File: src/rtl/add_sub_pkg.sv
// Shared constants for the registered adder/subtractor: mode encoding,
// default operand width and saturation limits at that width.
package add_sub_pkg;
  localparam logic MODE_ADD = 1'b0;
  localparam logic MODE_SUB = 1'b1;

  localparam int unsigned DEFAULT_WIDTH = 8;

  localparam logic [DEFAULT_WIDTH-1:0] SAT_MAX_DEF = {1'b0, {(DEFAULT_WIDTH-1){1'b1}}};
  localparam logic [DEFAULT_WIDTH-1:0] SAT_MIN_DEF = {1'b1, {(DEFAULT_WIDTH-1){1'b0}}};
endpackage

File: src/rtl/add_sub_core.sv
// Combinational ripple-carry add/subtract: a + (b ^ {mode}) + mode, with
// carry out of the MSB and signed-overflow detection.
module add_sub_core
  import add_sub_pkg::*;
#(
  parameter int unsigned WIDTH = DEFAULT_WIDTH
) (
  input  logic [WIDTH-1:0] a_i,
  input  logic [WIDTH-1:0] b_i,
  input  logic             mode_i,
  output logic [WIDTH-1:0] sum_o,
  output logic             carry_o,
  output logic             ovfl_o
);

  logic [WIDTH-1:0] b_eff;
  logic [WIDTH-1:0] sum;
  logic             cy;

  assign b_eff = b_i ^ {WIDTH{mode_i == MODE_SUB}};

  // Carry-in of bit 0 is the mode bit, completing the two's-complement negate.
  always_comb begin
    sum = '0;
    cy  = mode_i;
    for (int i = 0; i < WIDTH; i++) begin
      sum[i] = a_i[i] ^ b_eff[i] ^ cy;
      cy     = (a_i[i] & b_eff[i]) | (a_i[i] & cy) | (b_eff[i] & cy);
    end
  end

  assign sum_o   = sum;
  assign carry_o = cy;
  assign ovfl_o  = (a_i[WIDTH-1] == b_eff[WIDTH-1]) && (sum[WIDTH-1] != a_i[WIDTH-1]);

endmodule

File: src/rtl/add_sub_unit.sv
// Registered two's-complement adder/subtractor, 1-cycle latency.
// Define ADD_SUB_SATURATE_EN to clamp the result on signed overflow.
module add_sub_unit
  import add_sub_pkg::*;
#(
  parameter int unsigned WIDTH = DEFAULT_WIDTH
) (
  input  logic             clk,
  input  logic             rst_n,
  input  logic             in_valid,
  input  logic [WIDTH-1:0] a,
  input  logic [WIDTH-1:0] b,
  input  logic             mode,
  output logic [WIDTH-1:0] result,
  output logic             ovfl,
  output logic             carry_out,
  output logic             out_valid
);

  logic [WIDTH-1:0] sum;
  logic             sum_c;
  logic             sum_ov;
  logic [WIDTH-1:0] result_d, result_q;
  logic             ovfl_q, carry_q, valid_q;

  add_sub_core #(.WIDTH(WIDTH)) u_core (
    .a_i     (a),
    .b_i     (b),
    .mode_i  (mode),
    .sum_o   (sum),
    .carry_o (sum_c),
    .ovfl_o  (sum_ov)
  );

`ifdef ADD_SUB_SATURATE_EN
  localparam logic [WIDTH-1:0] SAT_MAX = {1'b0, {(WIDTH-1){1'b1}}};
  localparam logic [WIDTH-1:0] SAT_MIN = {1'b1, {(WIDTH-1){1'b0}}};

  // On overflow the true result has the sign of a.
  always_comb begin
    result_d = sum;
    if (sum_ov) result_d = a[WIDTH-1] ? SAT_MIN : SAT_MAX;
  end
`else
  always_comb begin
    result_d = sum;
  end
`endif

  always_ff @(posedge clk or negedge rst_n) begin
    if (!rst_n) begin
      result_q <= '0;
      ovfl_q   <= 1'b0;
      carry_q  <= 1'b0;
      valid_q  <= 1'b0;
    end else begin
      valid_q <= in_valid;
      if (in_valid) begin
        result_q <= result_d;
        ovfl_q   <= sum_ov;
        carry_q  <= sum_c;
      end
    end
  end

  assign result    = result_q;
  assign ovfl      = ovfl_q;
  assign carry_out = carry_q;
  assign out_valid = valid_q;

endmodule

File: config.mk
export PLATFORM = sky130hd
export DESIGN_NAME = add_sub_unit
export DESIGN_NICKNAME = d
export VERILOG_FILES = /design/src/rtl/add_sub_pkg.sv /design/src/rtl/add_sub_core.sv /design/src/rtl/add_sub_unit.sv
export SDC_FILE = /design/constraint.sdc
export NUM_CORES = 1
export LEC_CHECK = 0
export ABC_AREA = 1
export CORE_ASPECT_RATIO = 1.25
export CORE_MARGIN = 2
export CORE_UTILIZATION = 42
export CTS_BUF_LIST = sky130_fd_sc_hd__clkbuf_2 sky130_fd_sc_hd__clkbuf_4 sky130_fd_sc_hd__clkbuf_8
export CTS_CLUSTER_SIZE = 10
export DETAILED_ROUTE_END_ITERATION = 12
export PLACE_DENSITY = 0.83
export SYNTH_ARGS = -nofsm -noshare
export SYNTH_HDL_FRONTEND = slang
export SYNTH_SLANG_ARGS = --single-unit
export TNS_END_PERCENT = 10
File: constraint.sdc
create_clock -name clk -period 0.8 [get_ports clk]
set_input_delay 0.16 -clock clk [delete_from_list [all_inputs] [get_ports clk]]
set_output_delay 0.16 -clock clk [all_outputs]
set_load 0.01 [all_outputs]
Word level (Yosys, flattened, before mapping)
Cells that the tools add are included.
{"block": "word_totals", "out_inout_bits": 11, "reg_bits": 11, "inputBits": 20, "elab_cells": 64}
{"block": "classes", "eq_ne": 2, "reduce_logical": 1, "n_bitwise": 57}
{"op": "1-bit AND", "count": 24}
{"op": "1-bit bitwise OR", "count": 16}
{"op": "1-bit bitwise XOR", "count": 16}
{"op": "8-bit bitwise XOR", "count": 1}
{"op": "1-bit equality test", "count": 1}
{"op": "1-bit logical AND", "count": 1}
{"op": "1-bit != test", "count": 1}

Logic depth before layout (Yosys ltp)
{"block": "depth", "ltp_word": 25, "ltp_mapped": 16}

Modules after synthesis
Synthesis repeated with hierarchy kept, for this count alone.
{"block": "unflattened", "cells_unflattened": 93, "area_unflattened_um2": 772.0}
{"mod": "add_sub_unit", "instances": 1, "area_per_inst_um2": 402.9, "cells_each": 43, "seq_area_each_um2": 275.3}
{"mod": "add_sub_core", "instances": 1, "area_per_inst_um2": 369.1, "cells_each": 50, "seq_area_each_um2": 0.0}

Worst setup path after synthesis
OpenSTA, ideal clock, no wires.
{"block": "synth_timing", "kind": "in2reg", "start": "in mode", "end": "reg ovfl_q (netlist: ovfl)", "path_buffers": 1, "stages": 15, "setup_slack_ns": -2.641, "t_arrival_ns": 3.324, "cell_sequence": "buf_4 > xor2_1 > fa_1 > inv_1 > fa_1 > fa_1 > fa_1 > fa_1 > fa_1 > inv_1 > fa_1 > inv_1 > nand2_1 > nand3_1 > nand2_1"}
{"block": "synth_via", "elab_chain_cells": 25}
{"element": "from (decl)", "line": "add_sub_unit.sv:13", "rtl": "input logic mode,"}
{"element": "8-bit bitwise XOR", "line": "add_sub_core.sv:20", "rtl": "assign b_eff = b_i ^ {WIDTH{mode_i == MODE_SUB}};"}
{"element": "1-bit AND", "line": "add_sub_core.sv:28", "rtl": "cy = (a_i[i] & b_eff[i]) | (a_i[i] & cy) | (b_eff[i] & cy);"}
{"element": "1-bit bitwise OR (2 in a row)", "line": "add_sub_core.sv:28"}
{"element": "1-bit AND", "line": "add_sub_core.sv:28"}
{"element": "1-bit bitwise OR (2 in a row)", "line": "add_sub_core.sv:28"}
{"element": "1-bit AND", "line": "add_sub_core.sv:28"}
{"element": "1-bit bitwise OR (2 in a row)", "line": "add_sub_core.sv:28"}
{"element": "1-bit AND", "line": "add_sub_core.sv:28"}
{"element": "[... 5 more ...]"}
{"element": "1-bit AND", "line": "add_sub_core.sv:28"}
{"element": "1-bit bitwise OR (2 in a row)", "line": "add_sub_core.sv:28"}
{"element": "1-bit AND", "line": "add_sub_core.sv:28"}
{"element": "1-bit bitwise OR (2 in a row)", "line": "add_sub_core.sv:28"}
{"element": "1-bit bitwise XOR *", "line": "add_sub_core.sv:27", "rtl": "sum[i] = a_i[i] ^ b_eff[i] ^ cy;"}
{"element": "net result_d[7]", "line": "add_sub_unit.sv:23", "rtl": "logic [WIDTH-1:0] result_d, result_q;"}
{"element": "1-bit != test *", "line": "add_sub_core.sv:34", "rtl": "assign ovfl_o = (a_i[WIDTH-1] == b_eff[WIDTH-1]) && (sum[WIDTH-1] != a_i[WIDTH-1]);"}
{"element": "1-bit logical AND *", "line": "add_sub_core.sv:34"}
{"element": "to (signal assigned)", "line": "add_sub_unit.sv:60", "rtl": "ovfl_q <= sum_ov;"}
{"element": "to (decl)", "line": "add_sub_unit.sv:24", "rtl": "logic ovfl_q, carry_q, valid_q;"}
The timed path passes the listed nets; every way through them passes the cells marked *.
A chain may end at the register's enable or synchronous reset.

Worst setup path after layout
{"block": "layout_timing", "start": "in b[0]", "end": "reg ovfl_q (netlist: ovfl)"}
{"block": "layout_via", "elab_chain_cells": 25}
{"element": "from (decl)", "line": "add_sub_unit.sv:12", "rtl": "input logic [WIDTH-1:0] b,"}
{"element": "8-bit bitwise XOR *", "line": "add_sub_core.sv:20"}
{"element": "1-bit AND", "line": "add_sub_core.sv:28"}
{"element": "1-bit bitwise OR", "line": "add_sub_core.sv:28"}
{"element": "1-bit bitwise OR *", "line": "add_sub_core.sv:28"}
{"element": "1-bit AND", "line": "add_sub_core.sv:28"}
{"element": "1-bit bitwise OR", "line": "add_sub_core.sv:28"}
{"element": "1-bit bitwise OR *", "line": "add_sub_core.sv:28"}
{"element": "1-bit AND", "line": "add_sub_core.sv:28"}
{"element": "[... 10 more ...]"}
{"element": "1-bit bitwise OR *", "line": "add_sub_core.sv:28"}
{"element": "1-bit AND", "line": "add_sub_core.sv:28"}
{"element": "1-bit bitwise OR", "line": "add_sub_core.sv:28"}
{"element": "1-bit bitwise OR *", "line": "add_sub_core.sv:28"}
{"element": "1-bit bitwise XOR *", "line": "add_sub_core.sv:27"}
{"element": "net result_d[7]", "line": "add_sub_unit.sv:23"}
{"element": "1-bit != test *", "line": "add_sub_core.sv:34"}
{"element": "1-bit logical AND *", "line": "add_sub_core.sv:34"}
Marked as above.

==> flow_summary.ini <==
[status]
outcome = finished, violations left
violations = setup timing

[grt]
grt.total_usage_pct = 29.3
grt_max_degree = 18
antenna_found_initial = 0
grt_pass1_vias = 809
grt_overflow_total = 0
grt_pass1_wl_um = 3710

[floorplanning]
die_h_um = 49.8
dieArea_sq_um = 2020
num_rows = 16
core_sq_um = 1560
io-pin-count = 31
start_util_pct = 45.1
fp.dieW_um = 40.6

[logic_synthesis]
netlist_area_sq_um = 704
synthArstFlopShare_pct = 100
ys_ff_latch = 11
yosysSeqAreaShare_pct = 39.1
synth_nets = 99
synth.top_cells.by_area = dfrtp_1 (39%), fa_1 (20%), nand2_1 (12%)
yosysMostFrequentCell = nand2_1
synth_cells = 71
syn_area_per_cell_sq_um = 9.92
synth-main-ff-cell = dfrtp_1
yosysTopAreaCell = dfrtp_1
synth-edff-count = 0
synth_commonest_cells = nand2_1 (22), dfrtp_1 (11), inv_1 (11), fa_1 (7), o21ai_2 (6)
synth_warnings = 0
yosysUniqueCellTypes = 14
synth_top_area_share_pct = 39.1

[clocking]
insertion_delay_ns = 0.27
cts_tree = built
htree_levels = 1
numCtsBuffers = 3
cts-root-buf = clkbuf_4
hold_buffers = 0
cts.clk_slew.worst_paths_ns = 0.07
clockBufferDepth = 2
cts.sink_count = 11

[worst_setup_path]
start_kind = input pin
rrSetupSlack_ns = 0.06
required_ns = 0.98
worstPathArrival_ns = 3.20
cp_top_family = adder cells
critPathMaxStageDelay_ns = 0.43
crit_fanout = 3
r2r-start = carry_out
cpMostUsedCell = fa_2
worst-path-buf-inv = 4
rr_worst_depth = 3
path_depth = 16
crit_type = in2reg
cp_cell_sequence = buf_8 -> nand2_4 -> o21a_1 -> fa_2 -> inv_2 -> fa_2 -> fa_2 -> fa_2 -> fa_2 -> fa_2 -> inv_2 -> fa_1 -> inv_2 -> nand2_2 -> nand3_2 -> nand2_1
worst_path_max_delay_cell = fa_1
r2r-end = carry_out
crit_end = ovfl
critical_path.startpoint = b[0]
end_kind = flop

[cells_and_area]
regArea_sq_um = 275
antenna_cells = 0
fillers = 88
fin_nets = 163
fin_util_pct = 86.0
drive_above_1_share_pct = 55.2
multi_input_area_sq_um = 413
areaGrowthSynthToFinish_pct = 90.6
final_cells = 152

[timing]
grt_setup_unrepaired = true
period_share_pct = 377
layout_setup_ws_ns = -2.22
fin_crit_ns = 3.02
slew_violations = 0
hold_violations = 0
tightest_slew_ns = 0.334
clock_skew_ns = 0
setup_viol = 21
slew_headroom_pct = 77.7
fmax_mhz = 331

[place]
place_ws_ns = -3.06
place_congestion = 0.677
dp.cells = 126
dpl.hpwl_um = 1220
io_buffers = 30

[flow_run]
maxCapViolCount = 0

[detailed_routing]
drt_iter0_drc = 12
vias_per_cell = 4.71
met2_wirelength_um = 1270
met1_length_um = 849
top_layer = met4
routed_wl_um = 2280
drt-wirelength-per-cell_um = 15.0
vias = 716
drc = 0
drt_pass1_iterations = 4
final_antenna_net_count = 0
wl_met3_um = 81

[worst_hold_path]
hold_class = in2async

[power_and_ir_drop]
p_leak_nw = 0.694
worst_ir_drop_vdd_v = 0.00115
p_per_area_nw_per_um2 = 1600
[registers in the layout, summed over array words and instances (netlist names)]
register / count
out_valid: 1
result: 8
carry_out: 1
ovfl: 1
[cell families (layout without fill, tap and decap cells)]
logic type               after synthesis  after routing  share of synthesized area (%)
AO/OA/AOI/OAI                          7              7                           8.53
XOR/XNOR                               7              7                           8.70
adder cells (fa/ha/maj)                8              8                           21.7
buffers and inverters                 14             77                           9.06
flip-flops                            11             11                           39.1
AND/OR/NAND/NOR                       24             24                           13.0
[worst min-delay path by stage]
stage	slack [ns]	startpoint	cells after the start	end
floorplan	-0.14	rst_n	0	carry_out
global placement	0.46	ovfl	2	ovfl
detailed placement	0.47	ovfl	2	ovfl
CTS	0.17	a[0]	5	result[0]
global route	0.19	rst_n	2	ovfl
finish	0.19	rst_n	2	ovfl
[metrics by stage]
step                hold WS [ns]  cell area [sq um]  TNS (ns)  power (mW)
floorplan                 -0.136                723    -13.45        1.13
global placement           0.463               1100    -20.48        1.56
detailed placement         0.471               1100    -21.12        1.60
CTS                        0.174               1280    -17.39        2.03
global route               0.194               1340    -16.09        2.27
finish                     0.193               1340    -15.38        2.15
[routing by layer]
layer / global-route usage (%) / up-vias
met4: 17.8 / 0
met1: 32.7 / 348
met5: 0 / -
met2: 48.4 / 27
li1: - / 333
met3: 4.50 / 8
[where the power goes]
group          leakage (nW)  switching (mW)  internal [mW]
Combinational         0.541           0.450          0.540
Sequential            0.134          0.0622          0.667
Clock                0.0184           0.203          0.228
Total                 0.694           0.715           1.43
[cells in the final DEF, fill, tap and decap left out]
cell type        count
buf_12               1
buf_2               10
buf_4               19
buf_6               14
buf_8                2
clkbuf_4             4
clkdlybuf4s50_1     12
dfrtp_1             11
dlygate4sd2_1        1
dlymetal6s2s_1       2
fa_1                 1
fa_2                 6
ha_1                 1
inv_1                6
inv_2                5
inv_4                1
nand2_1             19
nand2_2              2
nand2_4              1
nand3_2              1
nor2_1               1
o21a_1               1
o21ai_2              6
xnor2_1              4
xnor2_2              1
xor2_1               1
xor2_2               1
[area by class of cell]
type	instances	area share (%)
repair buffers	61	41.3
multi-input cells	46	30.8
flip-flops and latches	11	20.5
inverters	12	3.54
clock buffers	4	2.24
well taps	18	1.68
[timing repair]
action                     CTS  global route
pin swaps                   13            10
setup buffers               26             0
gates resized for setup     73            24
hold endpoints to repair     0             0
setup endpoints to repair   21            21
No activity file was read; power rests on OpenSTA's default activity.
